<file path="src/rtl/jk_updown_counter.sv">
// jk_updown_counter
// Parametrised up/down modulo counter built from per-bit JK toggle cells.
// Features: programmable terminal value MAX, synchronous parallel load with
// clamping to MAX, enable/direction control and a combinational cascade
// carry (tc) for chaining stages.
// Build option: define JK_UPDOWN_SAT_EN to saturate at the range ends
// instead of wrapping. tc still flags the boundary in that build.
module jk_updown_counter #(
   parameter int WIDTH = 4,
   parameter int MAX   = 2**WIDTH - 1
) (
   input  logic             c,
   input  logic             reset_n,
   input  logic             e,
   input  logic             f,
   input  logic             ld,
   input  logic [WIDTH-1:0] d,
   output logic [WIDTH-1:0] q,
   output logic [WIDTH-1:0] q1,
   output logic             tc
);

`ifdef JK_UPDOWN_SAT_EN
   localparam bit SAT_EN = 1'b1;
`else
   localparam bit SAT_EN = 1'b0;
`endif

   localparam logic [WIDTH-1:0] MAX_W = WIDTH'(MAX);

   logic [WIDTH-1:0] count_q;
   logic [WIDTH-1:0] count_d;
   logic [WIDTH-1:0] toggle;
   logic [WIDTH-1:0] load_val;
   logic [WIDTH-1:0] wrap_val;
   logic             at_max;
   logic             at_zero;
   logic             over_range;
   logic             run_up;
   logic             run_dn;

   // A full-range counter can never be out of range, and no load value can
   // exceed MAX, so those comparisons are only built when MAX < 2**WIDTH-1.
   if (MAX == 2**WIDTH - 1) begin : g_full_range
      assign over_range = 1'b0;
      assign load_val   = d;
   end else begin : g_part_range
      assign over_range = (count_q > MAX_W);
      assign load_val   = (d > MAX_W) ? MAX_W : d;
   end

   // Boundary detection on the current count.
   always_comb begin
      at_max  = (count_q == MAX_W);
      at_zero = (count_q == '0);
   end

   // Per-bit toggle request: binary ripple toggles, replaced by the
   // load / wrap / saturate target whenever the plain ripple would be wrong.
   always_comb begin
      // NOTE: every variable gets a default before any branch so no path
      // leaves it unassigned; otherwise synthesis infers a latch.
      toggle   = '0;
      wrap_val = '0;
      run_up   = 1'b1;
      run_dn   = 1'b1;
      for (int i = 0; i < WIDTH; i++) begin
         toggle[i] = f ? run_up : run_dn;
         run_up    = run_up & count_q[i];
         run_dn    = run_dn & ~count_q[i];
      end
      if (ld) begin
         toggle = load_val ^ count_q;
      end else if (!e) begin
         toggle = '0;
      end else if (f && (at_max || over_range)) begin
         wrap_val = (SAT_EN && at_max) ? count_q : '0;
         toggle   = wrap_val ^ count_q;
      end else if (!f && (at_zero || over_range)) begin
         wrap_val = (SAT_EN && at_zero) ? count_q : MAX_W;
         toggle   = wrap_val ^ count_q;
      end
   end

   // JK cell per bit with J = K = toggle: 00 hold, 11 toggle.
   always_comb begin
      count_d = count_q;
      for (int i = 0; i < WIDTH; i++) begin
         unique case ({toggle[i], toggle[i]})
            2'b00:   count_d[i] = count_q[i];
            2'b01:   count_d[i] = 1'b0;
            2'b10:   count_d[i] = 1'b1;
            default: count_d[i] = ~count_q[i];
         endcase
      end
   end

   // Count register with asynchronous clear.
   always_ff @(posedge c or negedge reset_n) begin
      // NOTE: state registers use non-blocking assignment so every flop
      // samples the pre-edge values, independent of statement order.
      if (!reset_n) begin
         count_q <= '0;
      end else begin
         count_q <= count_d;
      end
   end

   assign q  = count_q;
   assign q1 = ~count_q;
   assign tc = e & ~ld & ((f & at_max) | (~f & at_zero));

endmodule
</file>
<file path="config.mk">
export PLATFORM = sky130hd
export DESIGN_NAME = jk_updown_counter
export DESIGN_NICKNAME = d
export VERILOG_FILES = /design/src/rtl/jk_updown_counter.sv
export SDC_FILE = /design/constraint.sdc
export NUM_CORES = 1
export LEC_CHECK = 0
export CAP_MARGIN = 30
export CELL_PAD_IN_SITES_DETAIL_PLACEMENT = 1
export CELL_PAD_IN_SITES_GLOBAL_PLACEMENT = 2
export CORE_AREA = 2 2 42 44
export CTS_BUF_LIST = sky130_fd_sc_hd__clkbuf_2 sky130_fd_sc_hd__clkbuf_4 sky130_fd_sc_hd__clkbuf_8
export CTS_CLUSTER_DIAMETER = 60
export CTS_CLUSTER_SIZE = 24
export DETAILED_ROUTE_END_ITERATION = 6
export DIE_AREA = 0 0 44 46
export PLACE_DENSITY_LB_ADDON = 0.1
export SLEW_MARGIN = 20
export SYNTH_ARGS = -nofsm -noshare
export SYNTH_HDL_FRONTEND = slang
export SYNTH_SLANG_ARGS = --single-unit
</file>
<file path="constraint.sdc">
create_clock -name c -period 2.78 [get_ports c]
set_input_delay 0.695 -clock c [delete_from_list [all_inputs] [get_ports c]]
set_output_delay 0.695 -clock c [all_outputs]
set_load 0.01 [all_outputs]
</file>
==> results of run 1 <==
routing by layer:
metal | vias to the layer above | part of all wire
met2 | 10 | 0.53
li1 | 173 | -
met1 | 170 | 0.43
met5 | - | 0
met3 | 2 | 0.041
met4 | 0 | 0.0040
through the flow:
stage	std cells	power [mW]	setup WS [ps]	cell area (µm²)	util
2_1_floorplan	36	0.1201	698.4	310.3	-
3_3_place_gp	71	0.1722	-202.6	511.7	0.3171
3_5_place_dp	71	0.1763	-211.0	511.7	0.3171
4_1_cts	74	0.2538	59.55	539.3	0.3341
5_1_grt	74	0.2662	71.24	535.5	0.3318
6_report	74	0.2463	186.4	535.5	0.3318
timing repair:
action | in CTS | in global routing
hold buffers | 0 | 0
resized for setup | 2 | 2
endpoints found under the setup margin | 1 | 1
cell type report:
class,count,share of cell area
Timing Repair Buffer,21,0.3645
Multi-Input combinational cell,25,0.3388
Sequential cell,4,0.1869
Clock buffer,3,0.04206
Tap cell,17,0.03972
Inverter,4,0.02804
how the worst max path moves through the flow:
stage,startpoint,endpoint,slack (ps),cells after the start
after floorplan,f,tc,700,3
after global placement,f,tc,-200,5
after detailed placement,f,tc,-210,5
after CTS,f,tc,60,5
after global routing,f,tc,70,5
final,f,tc,190,5
critical path: cells and delay by family:
family	cells	cell delay, ps
buffers and inverters	2	670
and+or+nand+nor	2	450
muxes	1	80
power groups by stage:
| stage | clock (mW) | combinational (mW) | sequential, mW |
|---|---|---|---|
| 2_1_floorplan | 0 | 0.0409 | 0.0792 |
| 3_3_place_gp | 0 | 0.0923 | 0.0798 |
| 3_5_place_dp | 0 | 0.0953 | 0.0810 |
| 4_1_cts | 0.0761 | 0.0965 | 0.0812 |
| 5_1_grt | 0.0801 | 0.103 | 0.0827 |
| 6_report | 0.0709 | 0.0947 | 0.0807 |
cells in the mapped netlist:
cell type | count | share of area
nand2_1 | 3 | 0.036
mux2i_1 | 1 | 0.032
dfrtp_1 | 4 | 0.32
nand3_2 | 1 | 0.032
nor2_1 | 1 | 0.012
clkbuf_1 | 1 | 0.012
nand3_1 | 3 | 0.048
o21ai_0 | 2 | 0.032
inv_1 | 4 | 0.048
xnor2_1 | 2 | 0.056
and4_2 | 1 | 0.032
buf_2 | 1 | 0.016
nor3b_1 | 3 | 0.073
nand4b_1 | 1 | 0.028
or4_1 | 1 | 0.024
nand4_1 | 1 | 0.020
buf_6 | 1 | 0.036
a21oi_1 | 1 | 0.016
nor4_1 | 1 | 0.020
a211o_1 | 2 | 0.056
or4b_4 | 1 | 0.044
cells by family after synthesis:
group                  after synthesis
flip-flops                           4
XOR/XNOR                             2
buffers and inverters                7
AO/OA/AOI/OAI                        5
AND/OR/NAND/NOR                     17
multiplexers                         1
==> out/results.ini, run 1 <==
[worst_hold_path]
hold_path.class = flip-flop to flip-flop
worstHoldPathCells = 3
whs_endpoint = q[3]
min_from = q[3]

[timing]
slew_viol_final = 0
setup_tns_ps = 0
finClkSkew_ps = 2.547
worst_pin_slew_ps = 296.7
rsz0062_at_grt = false
finalSetupViolations = 0
hold_violations = 0
max_slew_margin = 0.8022
max_freq_mhz = 385.6
timing.final.crit_share = 0.9330
min_period_ps = 2594
whs_ps = 649.9

[synth]
ys_warn_count = 0
ys_seq_area_frac = 0.3226
synthCells = 36
yosys.area_share.simple = 0.3710
synth_xor_xnor_area_share = 0.05645
synth-compound-area-share = 0.1048
yosys.area_share.adder = 0
ys_ff_latch = 4
muxShareOfSynthArea = 0.03226
synth_fp_nets = 45
netlist_area_um2 = 310.3
synth_top_family_by_area = simple AND/OR/NAND/NOR gates
postSynthAreaPerCell_um2 = 8.619
ys_types = 21

[die]
ioPinCount = 18
start_util = 0.1922
die_width_um = 44
die-area_um2 = 2024
die_y_um = 46
fp-row-count = 15
core_um2 = 1614

[layout]
n_antenna_cell = 0
regArea_um2 = 100.1
nNetsFinal = 68
final_common_cell = clkdlybuf4s50_1
area_delta_synth_final_pct = 72.58
largest_reg_flops = 4
drive_gt1_frac = 0.2105
multiInputGateArea_um2 = 181.4
layout_common_cells = 16 x clkdlybuf4s50_1, 4 x inv_1, 4 x buf_4, 4 x dfrtp_1
fill_cells = 193

[routing]
ant_nets = 0
wl_per_cell_um = 13.46
vias_per_cell = 4.797
routed_wl_um = 996
drt-initial-drc-count = 1
route.vias.total = 355
drc = 0
firstDrtPassIters = 3

[clocking]
clock_tree.root_cell = clkbuf_4
cts_made_buffers = 3
clock_latency_ps = 230
cts.sinks = 4
htreeDepth = 1
cts_tree = done
clockBufferDepth = 2
post_cts_buffers = 0
clk_pin_slew_ps = 40

[outcome]
status = completed

[global_route]
met3_usage = 0.01587
use_met1 = 0.1466
met2_usage = 0.2029
grt_usage = 0.1210
grt_overflow = 0
antenna_found_initial = 0
grt_max_degree = 13
grt_pass1_wl_um = 1800
grt_pass1_vias = 400
grt.busiest_layer = met2

[place]
port_buffers = 17
place.gp.congestion = 0.6459
hpwl_um = 797.3

[pwr]
p_clk_frac = 0.288
pwr-share-seq = 0.328
pwr-share-comb = 0.385
p_switching_mw = 0.07457
vdd_drop_max_mv = 0.1769
cellLeakagePower_nw = 0.2258
swShare = 0.3027
powerDensity_nw_per_um2 = 460.0
intPower_mw = 0.1718

[critical_path]
path_cells = clkdlybuf4s50_1 > and4_2 > mux2i_1 > nor3b_1 > clkbuf_2
reg2reg_to = q[2]
r2r_slack_ps = 1310
worst_r2r_startpoint = q[0]
crit_type = primary input to output pin
crit_fanout = 3
crit_slowest_cell = clkdlybuf4s50_1
slowest_delay_ps = 510
start_kind = primary input
cp.required_ps = 2090
reg2reg_depth = 3
cp-end-kind = output pin
worstPathArrival_ps = 1900

[job]
cap_violations = 0

No activity file was read; power rests on OpenSTA's default activity.
==> inputs of run 2 (changes only) <==
--- a/config.mk
+++ b/config.mk
@@ -14,7 +14,7 @@
 export CTS_CLUSTER_SIZE = 24
 export DETAILED_ROUTE_END_ITERATION = 6
 export DIE_AREA = 0 0 44 46
-export PLACE_DENSITY_LB_ADDON = 0.1
+export PLACE_DENSITY = 0.79
 export SLEW_MARGIN = 20
 export SYNTH_ARGS = -nofsm -noshare
 export SYNTH_HDL_FRONTEND = slang
==> out/results.ini, run 2 (same netlist as run 1, synthesis figures left out) <==
[outcome]
status = completed

[critical_path]
cp-end-kind = output pin
reg2reg_depth = 4  ; +1
cp.required_ps = 2090  ; about the same
start_kind = primary input
slowest_delay_ps = 510  ; about the same
worstPathArrival_ps = 2010  ; +110 ps
crit_slowest_cell = clkdlybuf4s50_1
reg2reg_to = q[3]
path_cells = clkdlybuf4s50_1 > and4_2 > mux2i_1 > nor3b_2 > clkdlybuf4s15_1
crit_start = f
crit_fanout = 3  ; unchanged
crit_type = primary input to output pin
worst_r2r_startpoint = q[0]
r2r_slack_ps = 1240  ; -70 ps

[layout]
layout_common_cells = 16 x clkdlybuf4s50_1, 5 x buf_4, 4 x inv_1, 4 x dfrtp_1
nNetsFinal = 69  ; +1.5%
n_antenna_cell = 0  ; unchanged
drive_gt1_frac = 0.2241  ; +0.01361
largest_reg_flops = 4  ; unchanged
area_delta_synth_final_pct = 78.23
final_common_cell = clkdlybuf4s50_1

[worst_hold_path]
min_from = q[3]
hold_path.class = flip-flop to flip-flop
whs_endpoint = q[3]
worstHoldPathCells = 3  ; unchanged

[clocking]
clk_pin_slew_ps = 40  ; about the same
htreeDepth = 1  ; unchanged
clockBufferDepth = 2  ; unchanged
ctsHoldBuffers = 0  ; unchanged
cts.sinks = 4  ; unchanged
clock_latency_ps = 230  ; about the same
cts_made_buffers = 3  ; unchanged
clock_tree.root_cell = clkbuf_4
post_cts_buffers = 0  ; unchanged
cts_tree = done

[timing]
min_period_ps = 2708  ; +114.6 ps
finClkSkew_ps = 0.6539  ; -1.893 ps
setup_tns_ps = 0  ; unchanged
hold_violations = 0  ; unchanged
finalSetupViolations = 0  ; unchanged
whs_ps = 628.9  ; -21.06 ps
timing.final.crit_share = 0.9742  ; +0.04124
worst_pin_slew_ps = 316.9  ; +20.22 ps
max_slew_margin = 0.7887  ; -0.01348
max_freq_mhz = 369.2  ; -4.2%
slew_viol_final = 0  ; unchanged
rsz0062_at_grt = false

[die]
ioPinCount = 18  ; unchanged
die_width_um = 44  ; unchanged
fp-row-count = 15  ; unchanged
die_y_um = 46  ; unchanged
die-area_um2 = 2024  ; unchanged
core_um2 = 1614  ; unchanged
start_util = 0.1922  ; unchanged

[job]
cap_violations = 0  ; unchanged

[routing]
route.vias.total = 349  ; -1.7%
firstDrtPassIters = 2  ; -1
ant_nets = 0  ; unchanged
wl_per_cell_um = 12.48  ; -7.3%
routed_wl_um = 936  ; -6.0%
drt-initial-drc-count = 1  ; unchanged
vias_per_cell = 4.653  ; -3.0%
drc = 0  ; unchanged

[global_route]
antenna_found_initial = 0  ; unchanged
grt_pass1_wl_um = 1649  ; -8.4%
grt_overflow = 0  ; unchanged
grt_usage = 0.1129  ; -0.008138
grt_pass1_vias = 372  ; -7.0%
grt_max_degree = 13  ; unchanged

[place]
place.gp.congestion = 0.6773  ; +4.9%
hpwl_um = 765.8  ; -4.0%
port_buffers = 17  ; unchanged

[pwr]
cellLeakagePower_nw = 0.2324  ; +2.9%
powerDensity_nw_per_um2 = 447.1  ; -2.8%
vdd_drop_max_mv = 0.2018  ; +14%

[run 2: cell types whose count changed in the layout (fill, tap and decap cells not counted), sizes merged]
| cell | previous run | this run |
|---|---|---|
| buf | 4 | 5 |
| clkbuf | 4 | 3 |
| clkdlybuf4s15 | 0 | 1 |
[run 2: cell type report]
class | instances | area [µm²]
clock buffer | 3 | 22.52
sequential | 4 | 100.1
tap | 17 | 21.27
timing repair buffer | 22 | 207.7
multi-input combinational | 25 | 186.4
inverter | 4 | 15.01
fill | 199 | 1061
[run 2: repair_timing]
| action | CTS | global route |
|---|---|---|
| setup endpoints to repair | 1 | 1 |
| gates resized for setup | 2 | 2 |
| pin swaps | 0 | 1 |
| hold endpoints to repair | 0 | 0 |
[run 2: routing by layer]
metal  global-route usage  wire length (µm)  up-vias
li1                     -                 -      174
met1               0.1185               370      166
met2               0.2029               520        9
met3              0.01984                45        0
met4              0.07879                 0        0
met5                    0                 0        -
[run 2: critical path, delay by kind of cell]
family / cells / cell delay (ps)
multiplexers: 1 / 90
AND/OR/NAND/NOR: 2 / 460
buffers and inverters: 2 / 770
[run 2: where the power goes]
part           switching [mW]  total, mW  internal, mW
Sequential             0.0150     0.0814        0.0665
Combinational          0.0371     0.0951        0.0581
Clock                  0.0225     0.0707        0.0482
Total                  0.0745      0.247         0.173
[run 2: worst max-delay path by stage]
stage          slack (ps)  cells after the start  to
2_1_floorplan         700                      3  tc
6_report               70                      5  tc
4_1_cts                40                      5  tc
3_5_place_dp         -260                      5  tc
5_1_grt                20                      5  tc
3_3_place_gp         -150                      5  tc
[run 2: per-stage QoR]
stage               std cells  utilization  setup slack [ps]  area (µm²)  total power [mW]
global route               75       0.3426             17.93       553.0            0.2672
floorplan                  36            -             698.4       310.3            0.1201
detailed placement         72       0.3217            -263.1       519.2            0.1766
CTS                        75       0.3388             36.03       546.8            0.2534
finish                     75       0.3426             71.72       553.0            0.2473
global placement           72       0.3217            -145.3       519.2            0.1750
